## src/rtl/pulse_stretcher_if.sv

```systemverilog
// rtl/pulse_stretcher_if.sv - event request / stretched output bundle for pulse_stretcher
interface pulse_stretcher_if #(
  parameter int QUEUE_DEPTH = 4
);
  localparam int PW = $clog2(QUEUE_DEPTH + 1);

  logic          pulse_in;
  logic          led_out;
  logic          busy;
  logic [PW-1:0] pending;
  logic          dropped;

  // control logic side: raises events, observes the blinker
  modport master (
    output pulse_in,
    input  led_out,
    input  busy,
    input  pending,
    input  dropped
  );

  // blinker side
  modport slave (
    input  pulse_in,
    output led_out,
    output busy,
    output pending,
    output dropped
  );
endinterface

```

## src/rtl/pulse_stretcher.sv

```systemverilog
// rtl/pulse_stretcher.sv - event pulse to fixed blink + gap stretcher; PULSE_QUEUE_EN enables the event replay queue
module pulse_stretcher #(
  parameter int HOLD_CYCLES = 20_000_000,
  parameter int GAP_CYCLES  = 10_000_000,
  parameter int QUEUE_DEPTH = 4
) (
  input  logic              clk,
  input  logic              rst,
  pulse_stretcher_if.slave  bus
);

  localparam int PW   = $clog2(QUEUE_DEPTH + 1);
  localparam int MAXC = (HOLD_CYCLES > GAP_CYCLES) ? HOLD_CYCLES : GAP_CYCLES;
  localparam int CW   = (MAXC > 1) ? $clog2(MAXC) : 1;

  localparam logic [CW-1:0] HOLD_LAST = CW'(HOLD_CYCLES - 1);
  localparam logic [CW-1:0] GAP_LAST  = CW'(GAP_CYCLES - 1);

  typedef enum logic [1:0] {
    IDLE = 2'd0,
    HOLD = 2'd1,
    GAP  = 2'd2
  } state_t;

  state_t        state;
  logic [CW-1:0] cnt;
  logic          led_q;
  logic          dropped_q;
  logic          pulse_in_q;
  logic          ev;

`ifdef PULSE_QUEUE_EN
  localparam logic [PW-1:0] Q_FULL = PW'(QUEUE_DEPTH);
  logic [PW-1:0] pending_q;
`endif

  // pulse_in_q resets high so a level held through reset does not count as an event
  assign ev = bus.pulse_in & ~pulse_in_q;

  // blink sequencer: edge history, hold/gap timing, replay queue and drop flag
  always_ff @(posedge clk) begin
    if (rst) begin
      state      <= IDLE;
      cnt        <= '0;
      led_q      <= 1'b0;
      dropped_q  <= 1'b0;
      pulse_in_q <= 1'b1;
`ifdef PULSE_QUEUE_EN
      pending_q  <= '0;
`endif
    end else begin
      pulse_in_q <= bus.pulse_in;
      dropped_q  <= 1'b0;
      case (state)
        IDLE: begin
          if (ev) begin
            state <= HOLD;
            led_q <= 1'b1;
            cnt   <= '0;
          end
        end
        HOLD: begin
          if (cnt == HOLD_LAST) begin
            state <= GAP;
            led_q <= 1'b0;
            cnt   <= '0;
          end else begin
            cnt <= cnt + 1'b1;
          end
          if (ev) begin
`ifdef PULSE_QUEUE_EN
            if (pending_q == Q_FULL) dropped_q <= 1'b1;
            else                     pending_q <= pending_q + 1'b1;
`else
            dropped_q <= 1'b1;
`endif
          end
        end
        GAP: begin
          if (cnt == GAP_LAST) begin
            cnt <= '0;
`ifdef PULSE_QUEUE_EN
            // an event landing on the final gap cycle replays directly, leaving pending as is
            if ((pending_q != '0) || ev) begin
              state <= HOLD;
              led_q <= 1'b1;
              if (!ev) pending_q <= pending_q - 1'b1;
            end else begin
              state <= IDLE;
            end
`else
            state <= IDLE;
            if (ev) dropped_q <= 1'b1;
`endif
          end else begin
            cnt <= cnt + 1'b1;
            if (ev) begin
`ifdef PULSE_QUEUE_EN
              if (pending_q == Q_FULL) dropped_q <= 1'b1;
              else                     pending_q <= pending_q + 1'b1;
`else
              dropped_q <= 1'b1;
`endif
            end
          end
        end
        default: begin
          state <= IDLE;
          led_q <= 1'b0;
          cnt   <= '0;
        end
      endcase
    end
  end

  assign bus.led_out = led_q;
  assign bus.busy    = (state != IDLE);
  assign bus.dropped = dropped_q;
`ifdef PULSE_QUEUE_EN
  assign bus.pending = pending_q;
`else
  assign bus.pending = PW'(0);
`endif

endmodule

```

## src/flat_wrapper.sv

```systemverilog
// flat-port wrapper written by rule: the top's interface ports become plain ports
module pulse_stretcher_flat 
#(
  parameter int HOLD_CYCLES = 20_000_000,
  parameter int GAP_CYCLES  = 10_000_000,
  parameter int QUEUE_DEPTH = 4
)
  (clk, rst, bus_pulse_in, bus_led_out, bus_busy, bus_pending, bus_dropped);
  pulse_stretcher_if #(.QUEUE_DEPTH(QUEUE_DEPTH)) bus_i ();
  input  logic clk;
  input  logic rst;
  input wire logic [$bits(bus_i.pulse_in)-1:0] bus_pulse_in;
  output wire logic [$bits(bus_i.led_out)-1:0] bus_led_out;
  output wire logic [$bits(bus_i.busy)-1:0] bus_busy;
  output wire logic [$bits(bus_i.pending)-1:0] bus_pending;
  output wire logic [$bits(bus_i.dropped)-1:0] bus_dropped;
  assign bus_i.pulse_in = bus_pulse_in;
  assign bus_led_out = bus_i.led_out;
  assign bus_busy = bus_i.busy;
  assign bus_pending = bus_i.pending;
  assign bus_dropped = bus_i.dropped;
  pulse_stretcher #(.HOLD_CYCLES(HOLD_CYCLES), .GAP_CYCLES(GAP_CYCLES), .QUEUE_DEPTH(QUEUE_DEPTH)) u_core (.clk(clk), .rst(rst), .bus(bus_i));
endmodule
```

## config.mk

```make
export PLATFORM = sky130hd
export DESIGN_NAME = pulse_stretcher_flat
export DESIGN_NICKNAME = d
export VERILOG_FILES = /design/src/rtl/pulse_stretcher_if.sv /design/src/rtl/pulse_stretcher.sv /design/src/flat_wrapper.sv
export SDC_FILE = /design/constraint.sdc
export NUM_CORES = 1
export LEC_CHECK = 0
export ABC_AREA = 1
export CAP_MARGIN = 10
export CORE_MARGIN = 5
export CORE_UTILIZATION = 50
export CTS_CLUSTER_SIZE = 12
export DETAILED_ROUTE_END_ITERATION = 6
export DONT_BUFFER_PORTS = 1
export MAX_ROUTING_LAYER = met4
export PLACE_DENSITY_LB_ADDON = 0.08
export SLEW_MARGIN = 5
export SYNTH_ARGS = -nofsm -noshare
export SYNTH_HDL_FRONTEND = slang
export SYNTH_SLANG_ARGS = --single-unit
```

## constraint.sdc

```tcl
create_clock -name clk -period 1.6 [get_ports clk]
set_input_delay 0.4 -clock clk [delete_from_list [all_inputs] [get_ports clk]]
set_output_delay 0.4 -clock clk [all_outputs]
set_load 0.02 [all_outputs]
```

==> run_summary.xml <==
<?xml version="1.0" encoding="UTF-8"?>
<metrics>
  <group name="place">
    <metric name="port_buffers" unit="">0</metric>
    <metric name="gp_routability_congestion" unit="">0.883</metric>
    <metric name="detailed_place_hpwl" unit="um">2940</metric>
    <metric name="dp_slack" unit="ps">-19.0</metric>
  </group>
  <group name="global_route">
    <metric name="first_global_vias" unit="">1508</metric>
    <metric name="maximum_number_of_pins_on_one_net_before_global_route_repair" unit="">16</metric>
    <metric name="grt-ovfl-total" unit="">0</metric>
    <metric name="total_track_usage" unit="%">17.2</metric>
    <metric name="antenna_found_initial" unit="">0</metric>
    <metric name="grt_first_pass_wirelength" unit="um">6650</metric>
  </group>
  <group name="finish">
    <metric name="num-nets-final" unit="">298</metric>
    <metric name="synthToLayoutAreaGrowth" unit="%">18.5</metric>
    <metric name="antenna_cells_inserted" unit="">0</metric>
    <metric name="most_common_library_cell_in_the_layout_ignoring_fill_and_taps" unit="">sky130_fd_sc_hd__nand2_1</metric>
    <metric name="most-common-layout-cells" unit="">sky130_fd_sc_hd__nand2_1, sky130_fd_sc_hd__inv_1, sky130_fd_sc_hd__nor2_1</metric>
    <metric name="layout-drive-gt1-share" unit="%">27.7</metric>
  </group>
  <group name="route">
    <metric name="number_of_detailed_route_iterations_in_the_first_pass" unit="">5</metric>
    <metric name="vias_per_cell" unit="">4.80</metric>
    <metric name="num_vias" unit="">1631</metric>
    <metric name="antenna_violating_nets_post_route" unit="">0</metric>
    <metric name="drt_iter0_drc" unit="">81</metric>
    <metric name="drcViolationCount" unit="">0</metric>
    <metric name="avgRoutedWirePerCell" unit="um">11.5</metric>
    <metric name="wirelength" unit="um">3920</metric>
  </group>
  <group name="cts">
    <metric name="tritoncts.num_buffers" unit="">5</metric>
    <metric name="clockRootBuffer" unit="">sky130_fd_sc_hd__clkbuf_4</metric>
    <metric name="holdBufCountCts" unit="">0</metric>
    <metric name="number_of_h_tree_levels" unit="">2</metric>
    <metric name="max-clock-path-buffers" unit="">2</metric>
    <metric name="tritoncts" unit="">built</metric>
    <metric name="clkTransAtPathRegs" unit="ps">100</metric>
    <metric name="clock-sinks" unit="">30</metric>
    <metric name="worstSkewPairLatency" unit="ps">320</metric>
  </group>
  <group name="timing">
    <metric name="final_clock_period_utilization_by_the_worst_path" unit="%">97.6</metric>
    <metric name="unrepaired_setup_endpoints_after_global_routing" unit="">yes</metric>
    <metric name="fmaxAchievable" unit="GHz">0.640</metric>
    <metric name="fin_crit" unit="ps">1560</metric>
    <metric name="fin_worst_hold_slack" unit="ps">132</metric>
    <metric name="maxSlewViolCount" unit="">0</metric>
    <metric name="setup_viol" unit="">0</metric>
    <metric name="final.setup_skew" unit="ps">5.29</metric>
    <metric name="setup_tns" unit="ps">0</metric>
    <metric name="hold_viol" unit="">0</metric>
    <metric name="worst_setup_margin" unit="ps">38.2</metric>
  </group>
  <group name="yosys">
    <metric name="synth.yosys.warnings" unit="">0</metric>
    <metric name="dominant_combinational_cell_family_by_area_after_synthesis" unit="">simple AND/OR/NAND/NOR gates</metric>
    <metric name="syn-mean-instance-area" unit="um2">6.81</metric>
    <metric name="post_synth_fa_ha_maj_area_fraction" unit="%">2.75</metric>
    <metric name="synth_xor_area_share" unit="%">6.74</metric>
    <metric name="post_synthesis_instance_area" unit="mm2">0.00182</metric>
    <metric name="synth_sequential_area_ratio" unit="%">33.0</metric>
    <metric name="ys_seq_elements" unit="">30</metric>
    <metric name="synth_compound_gate_area_share" unit="%">3.37</metric>
    <metric name="yosys.area_share.simple" unit="%">41.5</metric>
    <metric name="postSynthCellCount" unit="">267</metric>
    <metric name="synth.mux.area_fraction" unit="%">0</metric>
    <metric name="synth_cell_types" unit="">26</metric>
  </group>
  <group name="worst_hold_path">
    <metric name="worstHoldEndpoint" unit="">u_core.bus.dropped</metric>
    <metric name="hold_class" unit="">in2reg</metric>
    <metric name="hold_path.startpoint" unit="">rst</metric>
    <metric name="cell_count_of_the_worst_hold_path" unit="">1</metric>
  </group>
  <group name="worst_setup_path">
    <metric name="cp_slowest_cell" unit="">sky130_fd_sc_hd__dfxtp_2</metric>
    <metric name="r2r.worst_path.cells" unit="">11</metric>
    <metric name="cp_cell_sequence" unit="">ha_4 -&gt; nand2_2 -&gt; nor2_2 -&gt; nand2_1 -&gt; nor2_2 -&gt; nand2_1 -&gt; nand2_2 -&gt; nand3_4 -&gt; nand2_4 -&gt; clkbuf_16 -&gt; a21oi_1</metric>
    <metric name="slowest_delay" unit="ps">370</metric>
    <metric name="maximum_net_fanout_on_the_critical_path" unit="">7</metric>
    <metric name="reg2reg_from" unit="">u_core.cnt[1]</metric>
    <metric name="buffers_and_inverters_on_the_worst_path" unit="">1</metric>
    <metric name="critPathLaunchType" unit="">flip-flop</metric>
    <metric name="worst_ep_arrival_time" unit="ps">1790</metric>
    <metric name="reg2reg_to" unit="">u_core.cnt[7]</metric>
    <metric name="critical_path.top_delay_family" unit="">simple AND/OR/NAND/NOR gates</metric>
    <metric name="cp.required" unit="ps">1830</metric>
    <metric name="critPathKind" unit="">reg2reg</metric>
    <metric name="rrSetupSlack" unit="ps">40</metric>
    <metric name="cp-end-kind" unit="">flip-flop</metric>
  </group>
  <group name="die">
    <metric name="die-area" unit="mm2">0.00494</metric>
    <metric name="initial_utilization" unit="%">50.8</metric>
    <metric name="top_level_ports" unit="">9</metric>
    <metric name="die-height" unit="um">70.3</metric>
    <metric name="dieWidth" unit="um">70.3</metric>
    <metric name="placementRows" unit="">22</metric>
    <metric name="fp.coreArea" unit="mm2">0.00358</metric>
  </group>
  <group name="run_status">
    <metric name="outcome" unit="">finished, final reports clean</metric>
  </group>
  <group name="flow_run">
    <metric name="timing.max_cap.violations" unit="">0</metric>
  </group>
  <group name="pwr">
    <metric name="power.ir.vdd_worst" unit="mV">0.847</metric>
    <metric name="power_leakage" unit="nW">0.816</metric>
    <metric name="power.total" unit="mW">2.26</metric>
    <metric name="power.density" unit="mW/mm2">1050</metric>
  </group>
</metrics>
-- worst reg2reg max path: stages, from the launching register on --
cell and delay (ps):
sky130_fd_sc_hd__dfxtp_2 370, sky130_fd_sc_hd__ha_4 140, sky130_fd_sc_hd__nand2_2 60, sky130_fd_sc_hd__nor2_2 120, sky130_fd_sc_hd__nand2_1 80, sky130_fd_sc_hd__nor2_2 120
sky130_fd_sc_hd__nand2_1 70, sky130_fd_sc_hd__nand2_2 100, sky130_fd_sc_hd__nand3_4 80, sky130_fd_sc_hd__nand2_4 130, sky130_fd_sc_hd__clkbuf_16 170, sky130_fd_sc_hd__a21oi_1 40
-- power breakdown --
| part | leakage [nW] | internal (mW) | total [mW] | switching [mW] |
|---|---|---|---|---|
| registers | 0.245 | 0.794 | 0.834 | 0.0403 |
| clock network | 0.0450 | 0.324 | 0.595 | 0.271 |
| logic | 0.526 | 0.380 | 0.835 | 0.454 |
-- how the worst max path moves through the flow --
stage / start / to / slack, ps / cells past startpoint
2_1_floorplan: u_core.state[0] / u_core.cnt[20] / 150 / 9
3_3_place_gp: u_core.cnt[0] / u_core.cnt[0] / 8 / 11
3_5_place_dp: u_core.state[1] / u_core.cnt[20] / -20 / 9
4_1_cts: u_core.cnt[0] / u_core.cnt[10] / -20 / 11
5_1_grt: u_core.cnt[1] / u_core.cnt[8] / -70 / 11
6_report: u_core.cnt[1] / u_core.cnt[7] / 40 / 11
-- area by class of cell --
type / instances / area (um2)
clock buffer: 5 / 37.5
clock inverter: 3 / 40.0
fill: 361 / 1420
inverter: 40 / 150
multi-input combinational: 192 / 1050
sequential: 30 / 608
tap: 48 / 60.1
timing repair buffer: 22 / 211
-- registers in the layout, summed over array words and instances (netlist names) --
name                cells
u_core.bus.dropped      1
u_core.bus.led_out      1
u_core.cnt             25
u_core.pulse_in_q       1
u_core.state            2
-- cells in the mapped netlist (all sizes together) --
master	instances	share of area [%]
nand3	18	5.6
ha	4	2.8
conb	1	0.21
nor3	7	2.2
buf	7	4.1
dfxtp	30	33
o21ai	2	0.55
nor4	1	0.34
nand4	7	2.4
inv	40	8.3
a21oi	7	2.1
xor2	14	6.7
a31oi	2	0.69
or2	4	1.4
nor2	51	14
nand2	72	16
-- timing repair --
action | 4_1_cts | 5_1_grt
endpoints found under the setup margin | 16 | 27
buffers inserted | 0 | 3
pin swaps | 0 | 8
gates resized for setup | 2 | 20
cloned | 0 | 1
-- through the flow --
step | instance area, um2 | cells | utilization, %
4_1_cts | 2050 | 336 | 57.4
3_5_place_dp | 1970 | 328 | 55.1
2_1_floorplan | 1830 | 269 | -
6_report | 2150 | 340 | 60.2
3_3_place_gp | 1970 | 328 | 55.1
5_1_grt | 2150 | 340 | 60.2
-- metal layers --
layer	vias up	wire length [um]	global-route usage, %
met4	0	44	5.11
met5	-	0	-
met2	26	1850	27.1
met3	5	176	4.60
li1	860	-	-
met1	740	1850	21.5
-- cell families after synthesis --
logic type	count (synthesis)
XOR/XNOR	14
AND/OR/NAND/NOR	160
other	1
flip-flops	30
AO/OA/AOI/OAI	11
buffers and inverters	47
adder cells (fa/ha/maj)	4
Power figures use the tool's default switching activity.
